===== src/rtl/ip_arb_pkg.sv =====
// Shared defines for the integer-pipe issue arbiter: requester indices, default
// micro-op bundle width and branch-type encodings carried in the bundle.
package ip_arb_pkg;

  localparam int UOP_W_DEF = 192;

  localparam logic SRC_REQ0 = 1'b0;
  localparam logic SRC_REQ1 = 1'b1;

  localparam logic [2:0] BT_NONE = 3'd0;
  localparam logic [2:0] BT_COND = 3'd1;
  localparam logic [2:0] BT_JUMP = 3'd2;
  localparam logic [2:0] BT_CALL = 3'd3;
  localparam logic [2:0] BT_RET  = 3'd4;

endpackage


===== src/rtl/rr_arb2.sv =====
// Two-way round-robin select with a pointer that advances only on a transfer.
// A lone valid requester always wins; on a tie the pointer decides.
module rr_arb2
  import ip_arb_pkg::*;
(
  input  logic clk,
  input  logic rst,
  input  logic valid0,
  input  logic valid1,
  input  logic advance,
  output logic sel
);

  logic rr;

  always_comb begin
    sel = SRC_REQ0;
    if (valid0 && valid1) begin
      sel = rr;
    end else if (valid1) begin
      sel = SRC_REQ1;
    end
  end

  // Pointer moves to the loser so a waiting requester wins the next tie.
  always_ff @(posedge clk) begin
    if (rst) begin
      rr <= SRC_REQ0;
    end else if (advance) begin
      rr <= ~sel;
    end
  end

endmodule


===== src/rtl/ip_arb.sv =====
// Arbitrates two micro-op requesters onto the integer pipe with saturating grant counters.
// Build option IP_ARB_OUTREG_EN adds a registered output stage (one cycle latency); default is combinational.
module ip_arb
  import ip_arb_pkg::*;
#(
  parameter int UOP_W = UOP_W_DEF,
  parameter int CNT_W = 16
) (
  input  logic             clk,
  input  logic             rst,
  input  logic             req0_valid,
  input  logic [UOP_W-1:0] req0_uop,
  output logic             req0_ready,
  input  logic             req1_valid,
  input  logic [UOP_W-1:0] req1_uop,
  output logic             req1_ready,
  output logic             ip_valid,
  output logic [UOP_W-1:0] ip_uop,
  output logic             ip_src,
  input  logic             ip_ready,
  input  logic             flush,
  output logic [CNT_W-1:0] grant_cnt0,
  output logic [CNT_W-1:0] grant_cnt1
);

  logic sel;
  logic grant_ok;
  logic xfer0;
  logic xfer1;

  rr_arb2 u_rr_arb2 (
    .clk     (clk),
    .rst     (rst),
    .valid0  (req0_valid),
    .valid1  (req1_valid),
    .advance (xfer0 | xfer1),
    .sel     (sel)
  );

`ifdef IP_ARB_OUTREG_EN
  logic             stage_vld;
  logic [UOP_W-1:0] stage_uop;
  logic             stage_src;

  // Skid stage: accept a new uop whenever the current one leaves this cycle.
  assign grant_ok = (~stage_vld | ip_ready) & ~flush & ~rst;

  always_ff @(posedge clk) begin
    if (rst || flush) begin
      stage_vld <= 1'b0;
    end else if (xfer0 || xfer1) begin
      stage_vld <= 1'b1;
      stage_uop <= (sel == SRC_REQ1) ? req1_uop : req0_uop;
      stage_src <= sel;
    end else if (ip_ready) begin
      stage_vld <= 1'b0;
    end
  end

  assign ip_valid = stage_vld & ~rst;
  assign ip_uop   = stage_uop;
  assign ip_src   = stage_src;
`else
  assign grant_ok = ip_ready & ~flush & ~rst;
  assign ip_valid = (req0_valid | req1_valid) & ~flush & ~rst;
  assign ip_uop   = (sel == SRC_REQ1) ? req1_uop : req0_uop;
  assign ip_src   = sel;
`endif

  assign req0_ready = grant_ok & (sel == SRC_REQ0);
  assign req1_ready = grant_ok & (sel == SRC_REQ1);
  assign xfer0      = req0_valid & req0_ready;
  assign xfer1      = req1_valid & req1_ready;

  always_ff @(posedge clk) begin
    if (rst) begin
      grant_cnt0 <= '0;
      grant_cnt1 <= '0;
    end else begin
      if (xfer0 && (grant_cnt0 != {CNT_W{1'b1}})) begin
        grant_cnt0 <= grant_cnt0 + 1'b1;
      end
      if (xfer1 && (grant_cnt1 != {CNT_W{1'b1}})) begin
        grant_cnt1 <= grant_cnt1 + 1'b1;
      end
    end
  end

endmodule


===== config.mk =====
export PLATFORM = sky130hd
export DESIGN_NAME = ip_arb
export DESIGN_NICKNAME = d
export VERILOG_FILES = /design/src/rtl/ip_arb_pkg.sv /design/src/rtl/rr_arb2.sv /design/src/rtl/ip_arb.sv
export SDC_FILE = /design/constraint.sdc
export NUM_CORES = 1
export LEC_CHECK = 0
export BUFFER_PORTS_ARGS = -buffer_cell sky130_fd_sc_hd__buf_4
export CAP_MARGIN = 20
export CORE_AREA = 3 3 238 240
export DETAILED_ROUTE_END_ITERATION = 6
export DIE_AREA = 0 0 241 243
export PLACE_DENSITY = 0.36
export SYNTH_ARGS = -nofsm -noshare
export SYNTH_HDL_FRONTEND = slang
export SYNTH_SLANG_ARGS = --single-unit

===== constraint.sdc =====
create_clock -name clk -period 1.5 [get_ports clk]
set_input_delay 0.15 -clock clk [delete_from_list [all_inputs] [get_ports clk]]
set_output_delay 0.15 -clock clk [all_outputs]
set_load 0.005 [all_outputs]

Word-level counts from Yosys, hierarchy flattened
Cells that the tools add are included.

operators by class
  add/sub/neg operators = 2
  equality and inequality tests = 2
  muxes and demuxes = 3
  bitwise operators = 13
  reduce and logical (&&, ||, !) cells = 3

operators by type and width
  kind                                                             count
  192-bit 2-to-1 mux                                               1
  16-bit by 1-bit adder with 16-bit output, second input constant  2
  16-bit != test, second input constant                            2
  1-bit AND                                                        8
  1-bit logical AND                                                3
  1-bit inverter                                                   3
  1-bit 2-to-1 mux                                                 2
  1-bit OR                                                         2

storage, ports and cells
  register bits after elaboration = 33
  input bits = 390
  output and inout port bits = 228
  logic and storage cells = 26

Longest topological paths before layout
Gate-level depths: netlist of the first run.

  word-level depth = 6
  mapped depth = 7
  depth with buffers taken out = 5

Hierarchy
From an unflattened synthesis of the first run, not the netlist that was laid out.

unflattened totals
  cell total of the unflattened synthesis = 422
  area total of the unflattened synthesis = 4026.4 sq um

by module, submodules not included
  module   times used  cells an instance  area each (sq um)  seq. area each (sq um)
  ip_arb   1           417                3966.3             640.6
  rr_arb2  1           5                  60.1               20.0

Worst setup path before layout of the first run
Ideal clock, no wire load.

  path kind = register to register
  start point = reg grant_cnt1[0]
  end point = reg grant_cnt1[6]
  library setup time = 70 ps
  data arrival time = 1641 ps
  required time = 1430 ps
  setup slack = -211 ps
  cell stages (with the launch flop) = 6
  buffers on the path = 0
  period minus slack after synthesis = 1711 ps
  cell sequence = dfxtp_1 -> ha_1 -> and3_1 -> nand4_1 -> or4_1 -> a21oi_1

between the ends
  longest elaborated chain between the ends = 2
  elaborated cells between the ends (all ways) = 3
  those cells by class = add/sub: 1; eq/ne: 1; reduce/logical: 1

RTL lines
  what                                                                              line          source
  start: declaration                                                                ip_arb.sv:23  output logic [CNT_W-1:0] grant_cnt1
  start signal: assignment                                                          ip_arb.sv:84  grant_cnt1 <= grant_cnt1 + 1'b1;
  branches (longest 2 deep; another with 16-bit by 1-bit adder with 16-bit output)  -

Parallel ways; which one is timed is not known.
A chain may end at the register's enable or synchronous reset.

Worst setup path in the final report of the first run
  start point = reg u_rr_arb2.rr
  end point = out ip_uop[104]

between the ends
  longest elaborated chain between the ends = 2

RTL lines
  what                      line           source
  start: declaration        rr_arb2.sv:14  logic rr;
  start signal: assignment  rr_arb2.sv:30  rr <= ~sel;
  1-bit 2-to-1 mux          rr_arb2.sv:18  if (valid0 && valid1) begin
  192-bit 2-to-1 mux        ip_arb.sv:66   assign ip_uop = (sel == SRC_REQ1) ? req1_uop : req0_uop;
  end: declaration          ip_arb.sv:18   output logic [UOP_W-1:0] ip_uop,

Every way passes these cells.

==> metrics.md, run 1 <==
| Metric | Value |
|---|---|
| Core footprint | `54900 µm²` |
| Synth Area in XOR/XNOR | `0%` |
| Worst r2r src | `grant_cnt1[0]` |
| Post-synthesis adder-cell area fraction | `0.604%` |
| Area of the die | `58600 µm²` |
| DRC viols | `0` |
| Clock tree buffer depth | `2` |
| Slowest stage delay, CP | `~330 ps` |
| Worst r2r dst | `grant_cnt1[6]` |
| Sequential share of the synthesized area | `15.9%` |
| Utilization after layout | `23.4%` |
| Crit-path cells | `nand2b_4 > nand2_8 > buf_12 > buf_12 > clkbuf_16 > nand2_4 > nand2_4 > buf_6` |
| Share of cells above drive strength 1 | `65.5%` |
| Largest family of logic cells by synthesized area | `simple AND/OR/NAND/NOR gates` |
| Worst Hold Launch | `req1_valid` |
| Kind of critical path | `reg -> out` |
| Most frequent cell after synthesis | `nand2_1` |
| Antenna viol nets, final | `0` |
| Cell Area, Synth | `4140 µm²` |
| Worst-Margin Slew | `514 ps` |
| FMAX | `around 0.57 GHz` |
| Top cells by area, synth | `nand2_1 (54%), dfxtp_1 (16%), clkbuf_1 (4.3%)` |
| Slew Viols, Final | `0` |
| Grt ovf | `0` |
| Routability congestion estimate | `0.931` |
| First-pass GRT wire length | `between 60000 and 70000 µm` |
| Outcome | `finished, violations left` |
| Prevailing post-synth register cell | `dfxtp_1` |
| Multiplexer share of the synthesized area | `2.45%` |
| Total Wirelength | `roughly 47000 µm` |
| Leak | `around 6.7 nW` |
| Period utilization | `118%` |
| WP buf/inv | `4` |
| Core Rows | `between 80 and 90` |
| Setup TNS | `-37790 ps` |
| Max-slew headroom | `~66%` |
| Fin. Hold Viols | `0` |
| Final setup fails | `223` |
| Avg WL per Cell | `around 21 µm` |
| Vias in the first global route | `a little over 8000` |
| Syn Nets | `approximately 1200` |
| Power Total | `5.14 mW` |
| Async set-or-reset flop fraction in the synthesized netlist | `0%` |
| Mapped Avg Cell Area | `4.99 µm²` |
| Ports | `a little over 600` |
| #FFs+latches synth | `33` |
| Clk root buf | `clkbuf_16` |
| Hold_buf cts | `0` |
| Synth cell count leaders | `nand2_1 (594), clkbuf_1 (48), dfxtp_1 (33), a21oi_1 (16), nor2_1 (14)` |
| Die W | `241 µm` |
| DRT Pass-1 Iters | `4` |
| Failing checks | `negative setup slack` |
| Clock-pin slew on the worst setup and hold paths | `around 50 ps` |
| CTS sink cnt | `33` |
| CTS tree | `yes` |
| TritonCTS buffer count | `5` |
| Worst IR Drop VDD | `roughly 0.5 mV` |
| Power per cell area | `roughly 400 nW/µm²` |
| CP arrival | `around 1600 ps` |
| R2R Setup Slk | `-160 ps` |
| Htree depth | `2` |
| Max cap viols | `0` |
| Yosys top cell by area | `nand2_1` |
| Buffers on Ports | `~600` |
| Synth top area share | `53.8%` |
| GRT Overall Usage | `roughly 14%` |
| Compound-Gate Fraction of Synth Area | `just under 8%` |
| Worst path required time | `1350 ps` |
| Initial antenna violation count | `24` |
| Worst Skew | `~2.4 ps` |
| Starting Density | `7.55%` |
| Largest net degree at the start of global routing | `40` |
| RSZ-0062 raised after global routing | `true` |
| Iteration-0 DRC Markers | `366` |
| CP max stage cell | `dfxtp_2` |
| WHS Path Cells | `5` |
| Library cells used by synthesis | `between 40 and 50` |
| Post-Synth Simple-Gate Area | `around two thirds` |
| Hold Crit Class | `in -> reg` |
| Post-synth EDFFs | `0` |
| YS warnings | `0` |
| R2r worst-path depth | `6` |
| CP startpoint kind | `register` |
| DP HPWL | `between 30000 and 40000 µm` |
| Worst-skew pair later-pin latency | `~280 ps` |
| Via count | `between 8000 and 9000` |
| Final WS setup | `-264 ps` |
| Top delay family on crit path | `buffers and inverters` |
| Hold Path End | `u_rr_arb2.rr` |
| Crit end category | `output pin` |
| Syn Inst Count | `831` |
| Dpl ws | `-187 ps` |
| Area delta synth->final | `210%` |
| Vias per inst | `around 3.7` |
| Final net count | `between 1500 and 2000` |
| Die height | `about 240 µm` |
| CP Max Fanout | `6` |
| Fin crit period | `about 1800 ps` |
[logic make-up (layout without fill, tap and decap cells)]
logic type | count (synthesis) | after routing
and+or+nand+nor | 682 | 682
buffers and inverters | 57 | 779
AOI/OAI and AO/OA | 48 | 48
DFF | 33 | 33
muxes | 9 | 9
adders and majority gates | 2 | 2
other | 0 | 9
[registers in the layout, summed over array words and instances, names as in the netlist]
register / cells
u_rr_arb2.rr: 1
grant_cnt1: 16
grant_cnt0: 16
[area by class of cell]
type	instances	area [µm²]
diodes	9	22.5
clock buffers	8	136
fillers	6187	42000
inverters	6	42.5
multi-input cells	741	4360
flip-flops and latches	33	712
well taps	704	881
repair buffers	765	6710
[worst reg2reg max path: cells and delay by family, from the launching register on]
family,cells,cell delay [ps]
and+or+nand+nor,3,770
AOI/OAI and AO/OA,1,130
DFF,1,370
adders and majority gates,1,160
buffers and inverters,1,170
[worst max path at each step]
stage	slack (ps)	startpoint	endpoint	cells past startpoint
CTS	-260	u_rr_arb2.rr	ip_uop[158]	8
detailed placement	-190	u_rr_arb2.rr	grant_cnt1[10]	5
finish	-260	u_rr_arb2.rr	ip_uop[104]	8
floorplan	-30	grant_cnt1[1]	grant_cnt1[10]	5
global route	-320	u_rr_arb2.rr	ip_uop[150]	8
global placement	-200	u_rr_arb2.rr	req0_ready	6
[report_power, final]
group	switching, mW	total, mW	internal [mW]
Clock	0.397	1.02	0.618
Combinational	1.35	3.25	1.90
Sequential	0.00299	0.865	0.862
Total	1.75	5.14	3.39
[timing repair]
action | CTS | global route
pin swaps | 55 | 71
gates resized for setup | 221 | 187
setup endpoints to repair | 226 | 225
buffers inserted | 13 | 9
gates cloned | 8 | 6
[stage by stage]
stage	instances	area (µm²)	hold WS, ps
2_1_floorplan	831	4290	336
3_3_place_gp	2216	10700	475
3_5_place_dp	2216	10700	474
4_1_cts	2243	11900	370
5_1_grt	2257	12800	359
6_report	2266	12900	334
[cell usage in the layout, fill, tap and decap left out, types with 6 or more instances in the layout]
master and count:
a21oi_1 10, dfxtp_2 11, mux2_2 6, diode_2 9
nor4_4 7, nor2_1 13, buf_6 84, a21oi_2 6
nand4_1 8, nor2b_1 9, o31ai_1 6, dfxtp_4 10
buf_16 11, nand2_1 436, dfxtp_1 12, buf_4 636
buf_8 7, nand2_4 55, buf_12 21, nand2_2 102
clkbuf_16 10
[layer usage]
layer / GRT usage (%) / vias to the layer above / routed length [µm]
met5: 0 / - / 106
met4: 1.37 / 16 / 935
met1: 15.7 / 3827 / 17400
met3: 4.70 / 47 / 4200
met2: 27.8 / 330 / 24300
li1: - / 4113 / -
Note: power is estimated with default switching activity, not from simulation.
==> run 2, diff against run 1 <==
PLACE_DENSITY = 0.37   (was 0.36)
clock period = 1.49 ns   (was 1.5 ns; I/O delays follow)
==> metrics.md, run 2 (synthesis gave the netlist of run 1 again) <==
| Metric | Value |
|---|---|
| CP startpoint kind | `register` |
| CTS sink cnt | `33` |
| Max cap viols | `0` |
| Initial antenna violation count | `14` |
| Clock-pin slew on the worst setup and hold paths | `roughly 50 ps` |
| Starting Density | `under 10%` |
| Final net count | `about 1900` |
| Buffers on Ports | `617` |
| DRT Pass-1 Iters | `5` |
| Final WS setup | `-285 ps` |
| Via count | `just under 8000` |
| Largest net degree at the start of global routing | `between 50 and 60` |
| Vias per inst | `around 3.5` |
| DRC viols | `0` |
| Core Rows | `between 80 and 90` |
| Dpl ws | `-229 ps` |
| DP HPWL | `35400 µm` |
| Fin. Hold Viols | `0` |
| Hold_buf cts | `0` |
| Worst-skew pair later-pin latency | `280 ps` |
| Final Instance Count excl. Fillers | `around 2200` |
| Worst Skew | `approximately 2.5 ps` |
| CTS tree | `yes` |
| Worst IR Drop VDD | `0.432 mV` |
| Die height | `roughly 240 µm` |
| First-pass GRT wire length | `between 50000 and 60000 µm` |
| TritonCTS buffer count | `5` |
| Routability congestion estimate | `a little under 0.9` |
| Worst-Margin Slew | `between 500 and 600 ps` |
| Share of cells above drive strength 1 | `between 50% and 60%` |
| R2R Setup Slk | `-140 ps` |
| Core footprint | `~55000 µm²` |
| Avg WL per Cell | `roughly 18 µm` |
| Post-Place Cells | `2211` |
| Fill cells | `around 6300` |
| Worst Setup EP | `ip_uop[65]` |
| RSZ-0062 raised after global routing | `true` |
| Worst r2r src | `grant_cnt1[0]` |
| FMAX | `roughly 0.56 GHz` |
| Biggest regs | `grant_cnt0: 16 flops, grant_cnt1: 16 flops, u_rr_arb2.rr: 1 flops` |
| Clock tree buffer depth | `2` |
| Worst r2r dst | `grant_cnt1[9]` |
| Failing checks | `negative setup slack` |
| Die W | `241 µm` |
| CP arrival | `around 1600 ps` |
| Antenna viol nets, final | `0` |
| Iteration-0 DRC Markers | `294` |
| Area delta synth->final | `173%` |
| Grt ovf | `0` |
| Commonest non-fill, non-tap cell in the layout | `buf_4` |
| GRT Overall Usage | `12.7%` |
| Final setup fails | `between 200 and 250` |
| R2r worst-path depth | `6` |
| Total Wirelength | `41000 µm` |
| Vias in the first global route | `approximately 8000` |
| Max-slew headroom | `between 60% and 70%` |
| CP Max Fanout | `9` |
| Hold Crit Class | `in -> reg` |
| Crit end category | `output pin` |
| Utilization after layout | `20.6%` |
| Fin crit period | `roughly 1800 ps` |
| Power per cell area | `between 400 and 500 nW/µm²` |
| Kind of critical path | `reg -> out` |
| Ports | `618` |
| Area of the die | `58600 µm²` |
| Period utilization | `119%` |
| Htree depth | `2` |
| Clk root buf | `clkbuf_16` |
| CP startpoint | `u_rr_arb2.rr` |
| Worst path required time | `~1300 ps` |
| Most frequent cells in the layout | `buf_4 (691), nand2_1 (571), buf_6 (29)` |
| Slew Viols, Final | `0` |
| Outcome | `finished, violations left` |
| Leak | `between 6 and 7 nW` |
==> run 2: area by class of cell <==
| class | instances | area, µm² | share of cell area (%) |
|---|---|---|---|
| diodes | 5 | 12.5 | 0.111 |
| clock buffers | 8 | 136 | 1.21 |
| inverters | 6 | 41.3 | 0.365 |
| multi-input cells | 741 | 3520 | 31.1 |
| flip-flops and latches | 33 | 698 | 6.17 |
| well taps | 704 | 881 | 7.79 |
| repair buffers | 743 | 6020 | 53.3 |
==> run 2: critical path, cell delays in order (launching register included) <==
cell and delay [ps]:
dfxtp_2 320, nand2b_4 160, nand2_8 140, inv_16 80, buf_16 160, buf_12 140, nand2_1 60, nand2_1 100
buf_4 170
==> run 2: worst min path at each step <==
stage	start	end	slack (ps)	cells after the start
floorplan	flush	ip_valid	330	1
global placement	grant_cnt1[6]	grant_cnt1[6]	480	2
detailed placement	grant_cnt1[6]	grant_cnt1[6]	490	2
global route	req1_valid	grant_cnt0[3]	430	5
finish	req1_valid	grant_cnt0[2]	410	5
CTS	req1_valid	grant_cnt0[3]	390	5
==> run 2: where the power goes <==
part           internal, mW  switching (mW)
Clock                 0.622           0.391
Sequential            0.876         0.00314
Combinational          1.63            1.12
Total                  3.13            1.52
==> run 2: routing by layer <==
layer / global-route usage (%) / vias to the layer above / routed length, µm / part of all wire [%]
li1: - / 4052 / - / -
met2: 24.7 / 326 / 21700 / 53
met5: 0 / - / 23 / 0.056
met1: 14.4 / 3504 / 16000 / 39
met3: 2.36 / 33 / 2680 / 6.5
met4: 2.36 / 4 / 586 / 1.4
==> run 2: repair_timing <==
action	CTS	global route
buffers inserted	9	3
endpoints found under the setup margin	227	227
gates cloned	3	1
pin swaps	2	16
gates resized for setup	55	37
==> run 2: through the flow <==
stage               instance area, µm²  hold slack, ps  power, mW  setup TNS, ps
floorplan                         4260             334       1.59           -158
global placement                 10600             485       3.52         -12970
detailed placement               10600             489       3.52         -17460
CTS                              11100             394       4.69         -43740
global route                     11300             429       4.95         -55650
finish                           11300             405       4.65         -36770
==> run 3, diff against run 2 <==
BUFFER_PORTS_ARGS = not set   (was -buffer_cell sky130_fd_sc_hd__buf_4)
CORE_AREA = 3 3 239 241   (was 3 3 238 240)
DIE_AREA = 0 0 242 244   (was 0 0 241 243)
DONT_BUFFER_PORTS = 1   (was not set)
PLACE_DENSITY = 0.3   (was 0.37)
==> metrics.md, run 3 (synthesis gave the netlist of run 1 again) <==
| Metric | Value |
|---|---|
| Outcome | `finished, violations left` |
| Failing checks | `negative setup slack` |
| Clock tree buffer depth | `2` |
| R2r worst-path depth | `6` |
| CP startpoint kind | `register` |
| Clk root buf | `clkbuf_16` |
| First-pass GRT wire length | `47900 µm` |
| Avg WL per Cell | `between 20 and 25 µm` |
| Vias in the first global route | `slightly below 6000` |
| Clock-pin slew on the worst setup and hold paths | `approximately 60 ps` |
| Fin crit period | `1720 ps` |
| Largest net degree at the start of global routing | `42` |
| Fin. Hold Viols | `0` |
| CTS tree | `yes` |
| Worst path required time | `around 1300 ps` |
| Crit end category | `output pin` |
| Ports | `a little over 600` |
| WP depth | `8` |
| GRT Overall Usage | `roughly 11%` |
| Worst r2r dst | `grant_cnt0[13]` |
| Commonest non-fill, non-tap cell in the layout | `nand2_1` |
| Antenna viol nets, final | `0` |
| Worst-skew pair later-pin latency | `a little under 300 ps` |
| Most frequent cells in the layout | `nand2_1 (356), nand2_2 (161), buf_4 (85)` |
| WP buf/inv | `4` |
| Starting Density | `under 10%` |
| Die height | `244 µm` |
| Slowest stage delay, CP | `~330 ps` |
| Multi-input logic area | `4610 µm²` |
| Worst path most repeated cell | `buf_12` |
| Slew Viols, Final | `0` |
| Share of cells above drive strength 1 | `about half` |
| Iteration-0 DRC Markers | `roughly 320` |
| CP startpoint | `u_rr_arb2.rr` |
| Final WS setup | `-234 ps` |
| Crit-path cells | `nand2b_4 > nand2_8 > inv_16 > buf_12 > buf_16 > buf_12 > nand2_2 > nand2_4` |
| Final Instance Count excl. Fillers | `between 1500 and 2000` |
| Biggest regs | `grant_cnt0: 16 flops, grant_cnt1: 16 flops, u_rr_arb2.rr: 1 flops` |
| Period utilization | `116%` |
| Worst Setup EP | `ip_uop[29]` |
| Initial antenna violation count | `11` |
| Max-slew headroom | `28.6%` |
| CP Max Fanout | `11` |
| Core Rows | `86` |
| Max cap viols | `0` |
| Core footprint | `between 50000 and 60000 µm²` |
| Leak | `3.85 nW` |
| DRT Pass-1 Iters | `5` |
| Register area | `about 700 µm²` |
| Final setup fails | `approximately 220` |
| TritonCTS buffer count | `5` |
| Vias per inst | `3.82` |
| Routability congestion estimate | `0.992` |
| Htree depth | `2` |
| Area delta synth->final | `107%` |
| Die W | `around 240 µm` |
| Top delay family on crit path | `buffers and inverters` |
| Grt ovf | `0` |
| FMAX | `0.580 GHz` |
| Post-Place Cells | `1628` |
| Worst IR Drop VDD | `0.333 mV` |
| DRC viols | `0` |
| Worst Skew | `about 6.5 ps` |
| CP max stage cell | `dfxtp_2` |
| CP arrival | `roughly 1600 ps` |
| CTS sink cnt | `33` |
| Kind of critical path | `reg -> out` |
| Fill cells | `between 6000 and 7000` |
| Via count | `between 6000 and 7000` |
| Power per cell area | `about 450 nW/µm²` |
| Final net count | `between 1000 and 1500` |
| RSZ-0062 raised after global routing | `true` |
| Area of the die | `59000 µm²` |
| Final hold slack | `between 80 and 90 ps` |
| Worst r2r src | `u_rr_arb2.rr` |
| Total Wirelength | `approximately 38000 µm` |
| R2R Setup Slk | `-140 ps` |
| Buffers on Ports | `0` |
| Hold Crit Class | `in -> reg` |
| Worst-Margin Slew | `between 1000 and 1500 ps` |
| DP HPWL | `around 26000 µm` |
## run 3: worst reg2reg max path: stages, from the launching register on
cell      delay (ps)
dfxtp_2          330
buf_4            130
a21boi_4         160
buf_6            140
nand4_4          150
or4_1            490
a21oi_1          150
## run 3: metal layers
| metal | vias to the layer above | global-route usage [%] | share of wire [%] |
|---|---|---|---|
| met2 | 417 | 20.5 | 51 |
| met4 | 2 | 3.31 | 2.8 |
| met3 | 70 | 2.48 | 6.9 |
| met5 | - | 0 | 0.031 |
| met1 | 3095 | 13.6 | 39 |
| li1 | 2904 | - | - |
## run 3: repair_timing
item | in CTS | in global routing
endpoints found under the hold margin | 20 | 0
setup buffers | 18 | 13
gates cloned | 23 | 10
hold buffers | 1 | 0
setup endpoints to repair | 223 | 227
pin swaps | 65 | 65
gates resized for setup | 250 | 200
## run 3: worst min path at each step
stage	end	slack (ps)	cells past startpoint	startpoint
2_1_floorplan	ip_valid	330	1	flush
3_3_place_gp	grant_cnt0[4]	220	1	rst
3_5_place_dp	grant_cnt0[4]	220	1	rst
4_1_cts	grant_cnt1[11]	80	2	rst
5_1_grt	grant_cnt0[8]	90	2	rst
6_report	grant_cnt0[8]	90	2	rst
## run 3: area by class of cell
class	instances	area share [%]
well taps	748	10.9
flip-flops and latches	33	8.23
repair buffers	158	24.7
clock inverters	1	0.0582
diodes	5	0.146
clock buffers	7	1.78
inverters	6	0.495
multi-input cells	742	53.7
## run 3: stage by stage
stage	cell area (µm²)	power (mW)	worst slack, ps	util, %	TNS (ps)
floorplan	4260	1.59	-41.0	-	-158
global placement	5920	1.96	-314	10.8	-5260
detailed placement	5920	1.96	-318	10.8	-6530
CTS	7690	3.76	-227	14.0	-37220
global route	8590	4.10	-285	15.6	-49120
finish	8590	3.90	-234	15.6	-33360
## run 3: power by group
group | internal, mW | switching (mW)
registers | 0.873 | 0.00300
logic | 0.794 | 1.10
clock network | 0.709 | 0.426
